===== config.mk =====
export PLATFORM = sky130hd
export DESIGN_NAME = ifft4_stream
export DESIGN_NICKNAME = d
export VERILOG_FILES = /design/src/rtl/ifft4_stream_pkg.sv /design/src/rtl/ifft4_stream_core.sv /design/src/rtl/ifft4_stream.sv
export SDC_FILE = /design/constraint.sdc
export NUM_CORES = 1
export LEC_CHECK = 0
export ABC_AREA = 1
export CAP_MARGIN = 20
export CORE_MARGIN = 8
export CORE_UTILIZATION = 55
export DETAILED_ROUTE_END_ITERATION = 12
export PLACE_DENSITY = 0.76
export SKIP_CTS_REPAIR_TIMING = 1
export SYNTH_ARGS = -nofsm -noshare
export SYNTH_HDL_FRONTEND = slang
export SYNTH_SLANG_ARGS = --single-unit
export TNS_END_PERCENT = 5

===== constraint.sdc =====
create_clock -name clk -period 4.79 [get_ports clk]
set_input_delay 0.958 -clock clk [delete_from_list [all_inputs] [get_ports clk]]
set_output_delay 0.958 -clock clk [all_outputs]
set_load 0.005 [all_outputs]

===== src/rtl/ifft4_stream_pkg.sv =====
// Shared constants and types for the 4-point streaming IFFT.
// Complex words are {re, im}, each a signed CW-bit field.
package ifft4_stream_pkg;

  localparam int CW_DEF = 8;

  localparam logic [15:0] W4_0 = 16'h0100;
  localparam logic [15:0] W4_1 = 16'h00FF;
  localparam logic [15:0] W4_2 = 16'hFF00;
  localparam logic [15:0] W4_3 = 16'h0001;

  typedef enum logic [1:0] {
    LOAD   = 2'd0,
    CALC   = 2'd1,
    UNLOAD = 2'd2
  } state_t;

endpackage


===== src/rtl/ifft4_stream_core.sv =====
// Combinational 4-point IFFT butterfly: add/sub, j-rotation, optional /4.
// Sums are carried at CW+2 bits so the exact result is always representable.
module ifft4_stream_core #(
  parameter int CW    = 8,
  parameter int SCALE = 1
) (
  input  logic [3:0][2*CW-1:0] xk,
  output logic [3:0][2*CW-1:0] xn
);

  localparam int W = CW + 2;

  logic signed [W-1:0] a [4];
  logic signed [W-1:0] b [4];
  logic signed [W-1:0] re [4];
  logic signed [W-1:0] im [4];

  always_comb begin
    for (int k = 0; k < 4; k++) begin
      a[k] = {{2{xk[k][2*CW-1]}}, xk[k][2*CW-1:CW]};
      b[k] = {{2{xk[k][CW-1]}}, xk[k][CW-1:0]};
    end
  end

  // j*(a+jb) = -b + ja
  always_comb begin
    re[0] = a[0] + a[1] + a[2] + a[3];
    im[0] = b[0] + b[1] + b[2] + b[3];
    re[1] = a[0] - b[1] - a[2] + b[3];
    im[1] = b[0] + a[1] - b[2] - a[3];
    re[2] = a[0] - a[1] + a[2] - a[3];
    im[2] = b[0] - b[1] + b[2] - b[3];
    re[3] = a[0] + b[1] - a[2] - b[3];
    im[3] = b[0] - a[1] - b[2] + a[3];
  end

  // Taking bits [CW+1:2] is the low CW bits of an arithmetic >>>2
  always_comb begin
    for (int n = 0; n < 4; n++) begin
      xn[n] = (SCALE != 0)
        ? {re[n][CW+1:2], im[n][CW+1:2]}
        : {re[n][CW-1:0], im[n][CW-1:0]};
    end
  end

endmodule


===== src/rtl/ifft4_stream.sv =====
// Streaming 4-point IFFT: buffer X0..X3, compute in one cycle,
// then stream x0..x3 out; input stalls while results drain.
module ifft4_stream
  import ifft4_stream_pkg::*;
#(
  parameter int CW    = CW_DEF,
  parameter int SCALE = 1
) (
  input  logic          clk,
  input  logic          rst,
  input  logic          in_valid,
  output logic          in_ready,
  input  logic [2*CW-1:0] in_data,
  input  logic          in_last,
  output logic          out_valid,
  input  logic          out_ready,
  output logic [2*CW-1:0] out_data,
  output logic          out_last,
  output logic          frame_err
);

  state_t state, nxt;

  logic [1:0] icnt, ocnt;
  logic [3:0][2*CW-1:0] bufr, res, calc;
  logic in_hs, out_hs;

  assign in_hs  = in_valid & in_ready;
  assign out_hs = out_valid & out_ready;

  ifft4_stream_core #(
    .CW   (CW),
    .SCALE(SCALE)
  ) u_core (
    .xk(bufr),
    .xn(calc)
  );

  always_ff @(posedge clk or posedge rst) begin
    if (rst) state <= LOAD;
    else     state <= nxt;
  end

  always_comb begin
    nxt = state;
    unique case (state)
      LOAD:   if (in_hs && icnt == 2'd3) nxt = CALC;
      CALC:   nxt = UNLOAD;
      UNLOAD: if (out_hs && ocnt == 2'd3) nxt = LOAD;
      default: nxt = LOAD;
    endcase
  end

  always_comb begin
    in_ready  = (state == LOAD) & ~rst;
    out_valid = (state == UNLOAD);
    out_last  = out_valid & (ocnt == 2'd3);
    out_data  = out_valid ? res[ocnt] : '0;
  end

  // Counters wrap to 0 on the frame's final handshake
  always_ff @(posedge clk or posedge rst) begin
    if (rst) begin
      icnt      <= '0;
      ocnt      <= '0;
      bufr      <= '0;
      res       <= '0;
      frame_err <= 1'b0;
    end else begin
      frame_err <= 1'b0;
      if (in_hs) begin
        bufr[icnt] <= in_data;
        icnt       <= icnt + 2'd1;
        frame_err  <= in_last != (icnt == 2'd3);
      end
      if (state == CALC) res <= calc;
      if (out_hs) ocnt <= ocnt + 2'd1;
    end
  end

endmodule


# Word-level counts from Yosys, hierarchy flattened
# Cells that the tools add are included.
totals:
  ff_bits: 135
op_classes:
  eq_ne: 7
  order_cmp: 3
  n_addsub: 26
  n_bitwise: 5
  mux: 10
  reduce_logical: 5
op_table:
  columns: ["cell", "count"]
  rows:
  - ["bitwise mux 64 bit", 1]
  - ["2-to-1 mux 16 bit", 3]
  - ["adder 10 x 8 -> 10 bit", 4]
  - ["adder 9 x 8 -> 10 bit", 4]
  - ["subtractor 10 x 8 -> 10 bit", 4]
  - ["subtractor 9 x 8 -> 10 bit", 4]
  - ["adder 8 x 8 -> 9 bit", 4]
  - ["subtractor 8 x 8 -> 9 bit", 4]
  - ["binary-select mux 16 bit (select 2 bit)", 1]
  - ["demux 16 bit (select 2 bit)", 1]
  - ["equality test 2 bit (second input constant)", 3]
  - ["less-than comparator 2 x 3 -> 1 bit (second input constant)", 2]
  - ["one-hot mux 2 bit (3 select lines)", 1]
  - ["adder 2 x 1 -> 2 bit (second input constant)", 2]
  - ["bitwise AND 1 bit", 4]
  - ["2-to-1 mux 2 bit", 2]
  - ["logical AND 1 bit", 3]
  - ["equality test 2 x 1 -> 1 bit (second input constant)", 1]
  - [">= comparator 2 x 1 -> 1 bit (second input constant)", 1]
  - ["logical NOT 2 bit", 1]
  - ["inequality test 2 x 1 -> 1 bit (second input constant)", 1]
  - ["inequality test 2 bit (second input constant)", 1]
  - ["AND reduction 2 bit", 1]
  - ["2-to-1 mux 1 bit", 1]
  - ["other kinds (2)", 2]

# Depth between registers and ports, before layout
# Gate-level depths: netlist of run 1.
depth:
  ltp_word: 6
  ltp_mapped: 16
  mapped_depth_nobuf: 16

# Modules after synthesis
# Synthesis of run 1 repeated with hierarchy kept, for this count alone.
unflattened:
  hier_cells: 1645
  area_unflattened_um2: 12600.8
by_module_without_submodules:
  columns: ["module", "n_inst", "area_each_um2", "cells_each"]
  rows:
  - ["ifft4_stream_core", 1, 6746.5, 938]
  - ["ifft4_stream", 1, 5854.4, 707]

# Worst setup path before layout of run 1
# OpenSTA, ideal clock, no wires.
synth_timing:
  kind: "register to register"
  from: "register bufr[9] (netlist bit)"
  to: "register res[15] (netlist bit)"
  path_slack_ns: 2.052
  arrival_ns: 2.620
  stages_incl_launch_ff: 16
  path_buffers: 0
  period_less_slack_ns: 2.738
  cell_sequence: "dfrtp_1 > inv_1 > fa_1 > inv_1 > fa_1 > nand2_1 > nor2_1 > fa_1 > nand2_1 > nand2_1 > nand2_1 > nand2_1 > nand3_1 > nand3b_1 > nand3_1 > nand2_1"
synth_between:
  elab_chain_cells: 3
synth_lines:
  columns: ["item", "line_no", "rtl"]
  rows:
  - ["start, declared", "ifft4_stream.sv:25", "logic [3:0][2*CW-1:0] bufr, res, calc;"]
  - ["start signal, assigned by index", "ifft4_stream.sv:72", "bufr[icnt] <= in_data;"]
  - ["adder 8 x 8 -> 9 bit", "ifft4_stream_core.sv:27", "re[0] = a[0] + a[1] + a[2] + a[3];"]
  - ["adder 9 x 8 -> 10 bit", "ifft4_stream_core.sv:27", null]
  - ["adder 10 x 8 -> 10 bit", "ifft4_stream_core.sv:27", null]
  - ["end signal, assigned", "ifft4_stream.sv:76", "if (state == CALC) res <= calc;"]
  - ["end, declared", "ifft4_stream.sv:25", null]
# No other way between the ends.
# A chain may end at the register's enable or synchronous reset.

# Worst setup path after layout of run 1
layout_timing:
  from: "register ocnt[1]"
  to: "output port out_data[15]"
layout_between:
  elab_chain_cells: 3
layout_lines:
  columns: ["item", "line_no", "rtl"]
  rows:
  - ["start, declared", "ifft4_stream.sv:24", "logic [1:0] icnt, ocnt;"]
  - ["start signal, assigned", "ifft4_stream.sv:77", "if (out_hs) ocnt <= ocnt + 2'd1;"]
  - ["binary-select mux 16 bit (select 2 bit)", "ifft4_stream.sv:58", "out_data = out_valid ? res[ocnt] : '0;"]
  - ["2-to-1 mux 16 bit (implied by the code)", "ifft4_stream.sv:58", null]
  - ["2-to-1 mux 16 bit", "ifft4_stream.sv:58", null]
  - ["end, declared", "ifft4_stream.sv:17", "output logic [2*CW-1:0] out_data,"]
# No other way between the ends. The select of a mux whose other input is x is not followed.

==> impl_metrics.ini, run 1 <==
[die]
floorplan_die_height_um = 164.8
pin_count = 41
core_area_um2 = 21760
floorplan.die_area_um2 = 27160
core.rowCount = 54
initial_core_util_pct = 55.98
fp.dieW_um = 164.8

[final_layout]
antenna_cells = 0
final_layout_size_suffix_gt1_share_pct = 3.234
area_growth_synth_to_finish_pct = 10.25
final_nets = 1819

[critical_path]
ff2ff_path_depth = 16
critical-path-top-delay-family = buffers and inverters
worst-endpoint-required_ns = 3.83
timing.critical_path.buf_inv = 2
timing.critical_path.arrival_ns = 2.86
worst_r2r_src = bufr[9]
crit-reg2reg-capture = res[15]
critPathSlowestCell = sky130_fd_sc_hd__dfrtp_1
worstSetupEndpointType = primary output
startpoint_type = flip-flop
setup.worst_path.class = reg -> out
regToRegSetupSlack_ns = 1.67
cp_slowest_stage_delay_ns = 0.94
critical_path.max_fanout = 26
timing.critical_path.cells = clkinv_1 -> nor2_1 -> o21ai_0 -> a21oi_1 -> clkdlybuf4s50_1

[route]
post_drt_via_cell_ratio = 5.371
vias = 10140
routed_wl_mm = 33.89
drt_drc_violations_left = 0
drt_iter0_markers = 889
detail-route-antenna-nets = 0
avgRoutedWirePerCell_um = 17.95
detailedRoute.firstPassIterationCount = 6

[synthesis]
synth_top_area_share_pct = 27.74
async_flop_share_pct = 100.0
synth-adder-area-share_pct = 28.87
syn_avg_cell_area_um2 = 7.786
postSynthCellCount = 1564
synth_enable_flop_cells = 0
main_combinational_cell_family_by_area_after_synthesis = adder cells
top_count_cell_post_synth = sky130_fd_sc_hd__nand2_1
synth.lib_cells_used.distinct = 32
yosys-top-cells-count = 406 x sky130_fd_sc_hd__nand2_1, 334 x sky130_fd_sc_hd__inv_1, 135 x sky130_fd_sc_hd__dfrtp_1, 130 x sky130_fd_sc_hd__fa_1, 116 x sky130_fd_sc_hd__o21ai_0
synth_sequential_area_ratio_pct = 27.74
syn_nets = 1788
synth_xor_area_share_pct = 1.079
synth_compound_gate_area_share_pct = 9.370
yosys.area.top_type = sky130_fd_sc_hd__dfrtp_1
synth_ff_type = sky130_fd_sc_hd__dfrtp_1
synthesis.area_um2 = 12180
synth_simple_gate_area_share_pct = 20.93
top_post_synthesis_cells_by_area = sky130_fd_sc_hd__dfrtp_1 28%, sky130_fd_sc_hd__fa_1 21%, sky130_fd_sc_hd__nand2_1 13%, sky130_fd_sc_hd__inv_1 10%, sky130_fd_sc_hd__ha_1 7.5%
synth-seq-cells = 135
synth_warnings = 0
share_of_synthesized_area_spent_on_multiplexers_pct = 0.1849

[cts]
clock_tree.htree_level_count = 4
cts_buffer_count = 17
cts_root_buffer = sky130_fd_sc_hd__clkbuf_16
cts.sinks = 135
worst_skew_pair_later_pin_latency_ns = 0.44
clk_transition_reported_paths_ns = 0.06
tritoncts_clock_tree = built
cts.path.max_buffers = 2

[hold_path]
worstHoldPathType = reg -> reg
worstHoldEndpoint = res[28]
min-delay-start = res[28]
worst_hold_path.num_cells = 2

[sta]
final_hold_violating_endpoints = 0
fin_worst_skew_ns = 0.01052
grt_setup_unrepaired = false
clock.fmax_mhz = 261.9
finalMaxSlewViolations = 0
finalSetupTns_ns = 0
worstMarginPinSlew_ns = 0.9153
finalSetupViolCount = 0
relSlewSlack_pct = 38.98
fin_crit_sh_pct = 79.72
finalWorstPathRequiredPeriod_ns = 3.818

[place]
gp_congestion = 1.036
place.port_buffers = 40
dp.final_hpwl_mm = 27.13

[global_route]
grtUsageTotal_pct = 26.84
global_route_wire_length_before_repair_mm = 55.27
antenna_found_initial = 0
grt-ovfl-total = 0
maximum_number_of_pins_on_one_net_before_global_route_repair = 116
first_global_vias = 10384

[outcome]
run_status = completed

[job]
drv_cap = 0
## routing by layer
layer | GRT usage (%) | vias up | wire length, um | share of wire (%)
met5 | 0 | - | 0 | 0
met4 | 10.93 | 0 | 1396 | 4.1
met3 | 3.988 | 75 | 1839 | 5.4
met2 | 45.58 | 316 | 16460 | 49
met1 | 33.90 | 4902 | 14190 | 42
li1 | - | 4847 | - | -
## placed cells by master (no fill, tap or decap), types with 2 or more instances in the layout
cell	Yosys	final
sky130_fd_sc_hd__clkbuf_1	12	2
sky130_fd_sc_hd__dfrtp_1	135	135
sky130_fd_sc_hd__bufinv_16	0	2
sky130_fd_sc_hd__nand2_1	406	405
sky130_fd_sc_hd__fa_1	130	130
sky130_fd_sc_hd__clkinv_1	2	2
sky130_fd_sc_hd__inv_6	0	5
sky130_fd_sc_hd__nand3b_1	4	4
sky130_fd_sc_hd__clkbuf_16	0	17
sky130_fd_sc_hd__or2_2	4	4
sky130_fd_sc_hd__clkinvlp_4	0	4
sky130_fd_sc_hd__o211ai_1	8	8
sky130_fd_sc_hd__nor2_1	97	97
sky130_fd_sc_hd__a21oi_1	66	66
sky130_fd_sc_hd__nand3_1	99	99
sky130_fd_sc_hd__inv_2	2	2
sky130_fd_sc_hd__o22ai_1	8	8
sky130_fd_sc_hd__inv_1	334	333
sky130_fd_sc_hd__ha_1	73	73
sky130_fd_sc_hd__o21ai_0	116	116
sky130_fd_sc_hd__nand4_1	6	6
sky130_fd_sc_hd__buf_4	3	5
sky130_fd_sc_hd__xnor2_1	11	11
sky130_fd_sc_hd__xor2_1	4	4
sky130_fd_sc_hd__clkinv_2	0	2
sky130_fd_sc_hd__clkdlybuf4s50_1	0	40
sky130_fd_sc_hd__o21bai_1	13	13
sky130_fd_sc_hd__nor2_4	4	4
## flip-flops by register name, indices dropped and copies added, names as in the netlist
name	count
bufr	64
ocnt	2
res	64
frame_err	1
icnt	2
state	2
## stage by stage
step / util, % / hold WS, ns / setup WS [ns] / std cells / instance area [um^2]
after floorplan: - / 0.4436 / 0.2209 / 1564 / 12180
after global placement: 58.94 / 0.4614 / 1.442 / 1855 / 12820
after detailed placement: 58.94 / 0.4612 / 1.444 / 1855 / 12820
after CTS: 61.59 / 0.4788 / 0.9864 / 1887 / 13400
after global routing: 61.71 / 0.5145 / 0.7180 / 1888 / 13430
final: 61.71 / 0.4768 / 0.9716 / 1888 / 13430
## cells by family (layout without fill, tap and decap cells)
| logic type | count (synthesis) | after routing |
|---|---|---|
| AND/OR/NAND/NOR | 622 | 622 |
| AO/OA/AOI/OAI | 214 | 214 |
| multiplexers | 2 | 2 |
| flip-flops | 135 | 135 |
| XOR/XNOR | 15 | 15 |
| buffers and inverters | 373 | 417 |
| adder cells (fa/ha/maj) | 203 | 203 |
## worst min-delay path, stage by stage, from the launching register on
cell                      delay (ns)
sky130_fd_sc_hd__dfrtp_1        0.34
sky130_fd_sc_hd__nand2_1        0.06
sky130_fd_sc_hd__nand2_1        0.05
## worst max path at each step
stage,depth (start not counted),startpoint,end,slack [ns]
2_1_floorplan,1,rst,bufr[0],0.22
3_3_place_gp,3,rst,in_ready,1.44
3_5_place_dp,3,rst,in_ready,1.44
4_1_cts,5,ocnt[1],out_data[15],0.99
5_1_grt,5,ocnt[1],out_data[15],0.72
6_report,5,ocnt[1],out_data[15],0.97
## cell type report
cell class,instances,area [um^2]
fill,1958,8329
multi-input combinational,1056,7362
sequential,135,3378
inverter,338,1274
timing repair buffer,47,485.5
clock buffer,19,432.9
tap,280,350.3
clock inverter,13,143.9
Power of run 1 is not shown: default switching activity piles up to over one toggle a cycle in this logic, so the estimate is an artifact.
==> run 2, diff against run 1 <==
--- a/config.mk
+++ b/config.mk
@@ -10,7 +10,7 @@
 export CORE_MARGIN = 8
 export CORE_UTILIZATION = 55
 export DETAILED_ROUTE_END_ITERATION = 12
-export PLACE_DENSITY = 0.76
+export PLACE_DENSITY = 0.73
 export SKIP_CTS_REPAIR_TIMING = 1
 export SYNTH_ARGS = -nofsm -noshare
 export SYNTH_HDL_FRONTEND = slang
==> constraint.sdc (replaced) <==
create_clock -name clk -period 3.9 [get_ports clk]
set_input_delay 0.78 -clock clk [delete_from_list [all_inputs] [get_ports clk]]
set_output_delay 0.78 -clock clk [all_outputs]
set_load 0.005 [all_outputs]
==> impl_metrics.ini, run 2 (synthesized netlist as in run 1, its figures left out) <==
[critical_path]
ff2ff_path_depth = 14
regToRegSetupSlack_ns = 0.80
setup.worst_path.class = reg -> out
timing.critical_path.buf_inv = 2
startpoint_type = flip-flop
cp_slowest_stage_delay_ns = 0.63
critical_path.max_fanout = 14
worst_r2r_src = bufr[1]
worst-endpoint-required_ns = 3.12
worstSetupEndpointType = primary output
crit-reg2reg-capture = res[5]
critical-path-top-delay-family = buffers and inverters
timing.critical_path.cells = clkinv_1 -> nor2_1 -> o21ai_0 -> a21oi_1 -> clkdlybuf4s50_1
critPathSlowestCell = sky130_fd_sc_hd__dfrtp_1
timing.critical_path.arrival_ns = 2.50

[die]
floorplan.die_area_um2 = 27160
floorplan_die_height_um = 164.8
core.rowCount = 54
initial_core_util_pct = 55.98
core_area_um2 = 21760
fp.dieW_um = 164.8
pin_count = 41

[cts]
worst_skew_pair_later_pin_latency_ns = 0.44
clk_transition_reported_paths_ns = 0.06
cts_root_buffer = sky130_fd_sc_hd__clkbuf_16
clock_tree.htree_level_count = 4
cts.path.max_buffers = 2
cts.sinks = 135
tritoncts_clock_tree = built
cts_buffer_count = 17

[hold_path]
min-delay-start = res[20]
worstHoldPathType = reg -> reg
worstHoldEndpoint = res[20]
worst_hold_path.num_cells = 2

[final_layout]
biggestRegsByFlops = bufr x64, res x64
antenna_cells = 0
most_common_cell_after_layout_fill_and_taps_aside = sky130_fd_sc_hd__nand2_1
final_layout_size_suffix_gt1_share_pct = 3.414
commonest_non_fill_non_tap_cells_in_the_layout = 405 x sky130_fd_sc_hd__nand2_1, 333 x sky130_fd_sc_hd__inv_1, 135 x sky130_fd_sc_hd__dfrtp_1
layout.filler_cells = 1955
area_growth_synth_to_finish_pct = 10.27
final_nets = 1822

[place]
place.port_buffers = 40
dp.final_hpwl_mm = 27.65
gp_congestion = 0.9651

[sta]
worstMarginPinSlew_ns = 0.7846
finalWorstPathRequiredPeriod_ns = 3.281
final_hold_violating_endpoints = 0
clock.fmax_mhz = 304.8
finalSetupTns_ns = 0
finalMaxSlewViolations = 0
finalSetupViolCount = 0
fin_crit_sh_pct = 84.12
relSlewSlack_pct = 47.57
grt_setup_unrepaired = false
fin_worst_skew_ns = 0.01219

[route]
drt_drc_violations_left = 0
detail-route-antenna-nets = 0
post_drt_via_cell_ratio = 5.352
avgRoutedWirePerCell_um = 18.19
routed_wl_mm = 34.39
drt_iter0_markers = 804
vias = 10121
detailedRoute.firstPassIterationCount = 7

[global_route]
global_route_wire_length_before_repair_mm = 55.68
antenna_found_initial = 0
met1_usage_pct = 32.03
grt-ovfl-total = 0
globalRoute.busiestLayer = met2
grt.met3_usage_pct = 4.561
grtUsageTotal_pct = 27.08
first_global_vias = 10569
grt_util_met2_pct = 45.92
maximum_number_of_pins_on_one_net_before_global_route_repair = 75

[outcome]
run_status = completed

[job]
drv_cap = 0
==> run 2: cell count changes in the layout (fill, tap and decap cells not counted) <==
cell                         before  now
sky130_fd_sc_hd__bufinv_16        2    1
sky130_fd_sc_hd__clkinvlp_4       4    7
sky130_fd_sc_hd__inv_6            5    4
sky130_fd_sc_hd__clkbuf_8         0    1
sky130_fd_sc_hd__buf_4            5    8
sky130_fd_sc_hd__clkinv_2         2    0
sky130_fd_sc_hd__buf_12           1    2
sky130_fd_sc_hd__buf_16           1    0
==> run 2: area by class of cell <==
class                   instances  area (um^2)  share of cell area [%]
clock buffers                  20        446.7                   3.326
clock inverters                12        118.9                  0.8851
inverters                     338         1272                   9.475
multi-input cells            1056         7362                   54.82
flip-flops and latches        135         3378                   25.16
well taps                     280        350.3                   2.609
repair buffers                 50        500.5                   3.727
==> run 2: layer usage <==
metal  wire length, um  share of wire, %
met3              1872               5.4
met5                 0                 0
met1             13780                40
met2             16700                49
met4              2040               5.9
==> run 2: worst max path at each step <==
stage / from / end / slack, ns / depth (start not counted)
after floorplan: bufr[9] / res[15] / 1.16 / 15
after global placement: rst / in_ready / 0.87 / 3
after detailed placement: bufr[1] / res[5] / 0.85 / 14
after CTS: ocnt[0] / out_data[9] / 0.61 / 6
after global routing: ocnt[0] / out_data[9] / 0.45 / 6
final: ocnt[1] / out_data[7] / 0.62 / 5
==> run 2: worst reg2reg max path: cells and delay by family, from the launching register on <==
family	cells	cell delay, ns
flip-flops	1	0.42
AO/OA/AOI/OAI	2	0.18
AND/OR/NAND/NOR	7	0.78
adder cells (fa/ha/maj)	3	1.36
buffers and inverters	2	0.25
==> run 2: stage by stage <==
stage | util [%] | hold slack [ns] | area (um^2) | worst slack, ns | std cells
2_1_floorplan | - | 0.4436 | 12180 | 1.162 | 1564
3_3_place_gp | 59.13 | 0.4598 | 12860 | 0.8700 | 1859
3_5_place_dp | 59.13 | 0.4620 | 12860 | 0.8524 | 1859
4_1_cts | 61.73 | 0.4780 | 13430 | 0.6104 | 1891
5_1_grt | 61.73 | 0.5035 | 13430 | 0.4524 | 1891
6_report | 61.73 | 0.4742 | 13430 | 0.6192 | 1891
Power of run 2 is left out for the same reason.
==> edit, RTL diff (flow settings as in run 1) <==
Re-encode `state_t` (3 states) as one-hot, 3 bits wide.
--- a/src/rtl/ifft4_stream_pkg.sv
+++ b/src/rtl/ifft4_stream_pkg.sv
@@ -9,10 +9,10 @@
   localparam logic [15:0] W4_2 = 16'hFF00;
   localparam logic [15:0] W4_3 = 16'h0001;
 
-  typedef enum logic [1:0] {
-    LOAD   = 2'd0,
-    CALC   = 2'd1,
-    UNLOAD = 2'd2
+  typedef enum logic [2:0] {
+    LOAD   = 3'b001,
+    CALC   = 3'b010,
+    UNLOAD = 3'b100
   } state_t;
 
 endpackage
Behaviour: same outputs for any inputs over 4 cycles, from zero or initial values and one cycle with rst high; so few cycles prove little.
==> edit against run 1 <==
  * Sequential cell count grew 1
  * Worst setup slack gained 170 ps
  * Synthesized area grew 2.1%
  * Count of clock-buffer cells in the layout shrank 2
  * Routed wire length shrank 4.9%
  * Cell area grew 1.1%
  * Fmax grew 4.8%
  * Critical endpoint is now out_data[6]
Power is not shown: default switching activity piles up to over one toggle a cycle in this logic, so the estimate is an artifact.
==> edit: results (changes against run 1) <==
| Metric | Value |
|---|---|
| Clock skew | `9.62 ps (-0.903 ps)` |
| RePlAce Congestion | `0.953 (-8.0%)` |
| I/O Buffers | `40 (unchanged)` |
| Worst Hold Class | `flip-flop to flip-flop` |
| Nets | `1,806 (-0.71%)` |
| Total track usage | `0.241 (-0.0279)` |
| Count of cell types in the netlist | `32 (unchanged)` |
| CTS buffer count | `17 (unchanged)` |
| Clock buffer depth | `2 (unchanged)` |
| R2r worst-path depth | `14 (-2)` |
| Share of layout cells above drive strength 1 | `0.0533 (+0.0210)` |
| Worst Path Max Fanout | `23 (-12%)` |
| Largest net degree at the start of global routing | `80 (-31%)` |
| Seq/Total Area, Yosys | `0.274 (-0.00364)` |
| Antenna Cells | `0 (unchanged)` |
| Worst Hold Path Cells | `2 (unchanged)` |
| Root Buffer | `clkbuf_16` |
| Hpwl dp | `26.0 mm (-4.0%)` |
| Initial DRC Count | `973 (+9.4%)` |
| Top post-synthesis cells by count | `399 x nand2_1, 334 x inv_1, 135 x dfrtp_1` |
| DR vias | `9,932 (-2.1%)` |
| Skew-Pair Late Insertion Delay | `440 ps (about the same)` |
| Slew @ Worst Pin | `795 ps (-121 ps)` |
| Global-route wire length before repair | `52.1 mm (-5.8%)` |
| CTS clk-pin slew, worst paths | `about 70 ps` |
| Synth area leaders | `dfrtp_1 27%, fa_1 21%, nand2_1 12%` |
| Avg WL per Cell | `17.1 um (-4.5%)` |
| Largest regs | `bufr (64), res (64), state (3)` |
| Status | `finished clean` |
| Arrival @ worst endpoint | `2690 ps (-170 ps)` |
## edit: cell count changes after synthesis, sizes merged, moves of 4 or more
| cell | change |
|---|---|
| a21oi | -9 |
| clkbuf | +4 |
| nand3 | -20 |
| nand3b | +5 |
| nor2 | -8 |
| o21ai | +22 |
| o22ai | -6 |
| or2 | -4 |
| xnor2 | +13 |
| xor2 | +4 |
## edit: area by class of cell
class                      count  area (um^2)
clock inverter                15          156
sequential                   136         3400
clock buffer                  17          425
multi-input combinational   1045         7510
timing repair buffer          44          443
tap                          285          357
fill                        2011         8860
inverter                     338         1280
## edit: path summary, 6_finish.rpt
check | start | to | slack, ps
worst min-delay path | res[11]$_DFFE_PP0P_ | res[11]$_DFFE_PP0P_ | 480
max in group asynchronous | rst | res[35]$_DFFE_PP0P_ | 2920
worst max register to register | bufr[1]$_DFFE_PP0P_ | res[5]$_DFFE_PP0P_ | 1610
worst min register to register | res[11]$_DFFE_PP0P_ | res[11]$_DFFE_PP0P_ | 480
worst max-delay path | ocnt[1]$_DFFE_PP0P_ | out_data[6] | 1150
min in group asynchronous | rst | bufr[14]$_DFFE_PP0P_ | 1020
## edit: stage by stage
stage | util | area [um^2] | setup WS (ps) | hold slack (ps) | cells
6_report | 0.605 | 13600 | 1150 | 481 | 1880
5_1_grt | 0.605 | 13600 | 973 | 494 | 1880
4_1_cts | 0.605 | 13600 | 1180 | 484 | 1880
3_5_place_dp | 0.579 | 13000 | 1620 | 467 | 1848
3_3_place_gp | 0.579 | 13000 | 1660 | 462 | 1848
2_1_floorplan | - | 12400 | 194 | 443 | 1557
## edit: cells by family (layout without fill, tap and decap cells)
| kind of cell | Yosys count | count (layout) | synth area share |
|---|---|---|---|
| simple gates | 593 | 593 | 0.197 |
| buf+inv | 376 | 414 | 0.122 |
| compound gates | 217 | 217 | 0.102 |
| fa+ha+maj | 203 | 203 | 0.283 |
| flops | 136 | 136 | 0.274 |
| xor+xnor | 32 | 32 | 0.0225 |
## edit: worst max-delay path, cell delays in order, from the launching register on
cell             delay (ps)
dfrtp_1                 860
inv_1                   400
nor2_1                  210
o21ai_0                 110
a21oi_1                 150
clkdlybuf4s50_1         520
## edit: routing by layer
metal,global-route usage,wire length (um)
met2,0.378,14500
met1,0.331,14600
met5,0,0
met4,0.0893,1040
met3,0.0395,2140
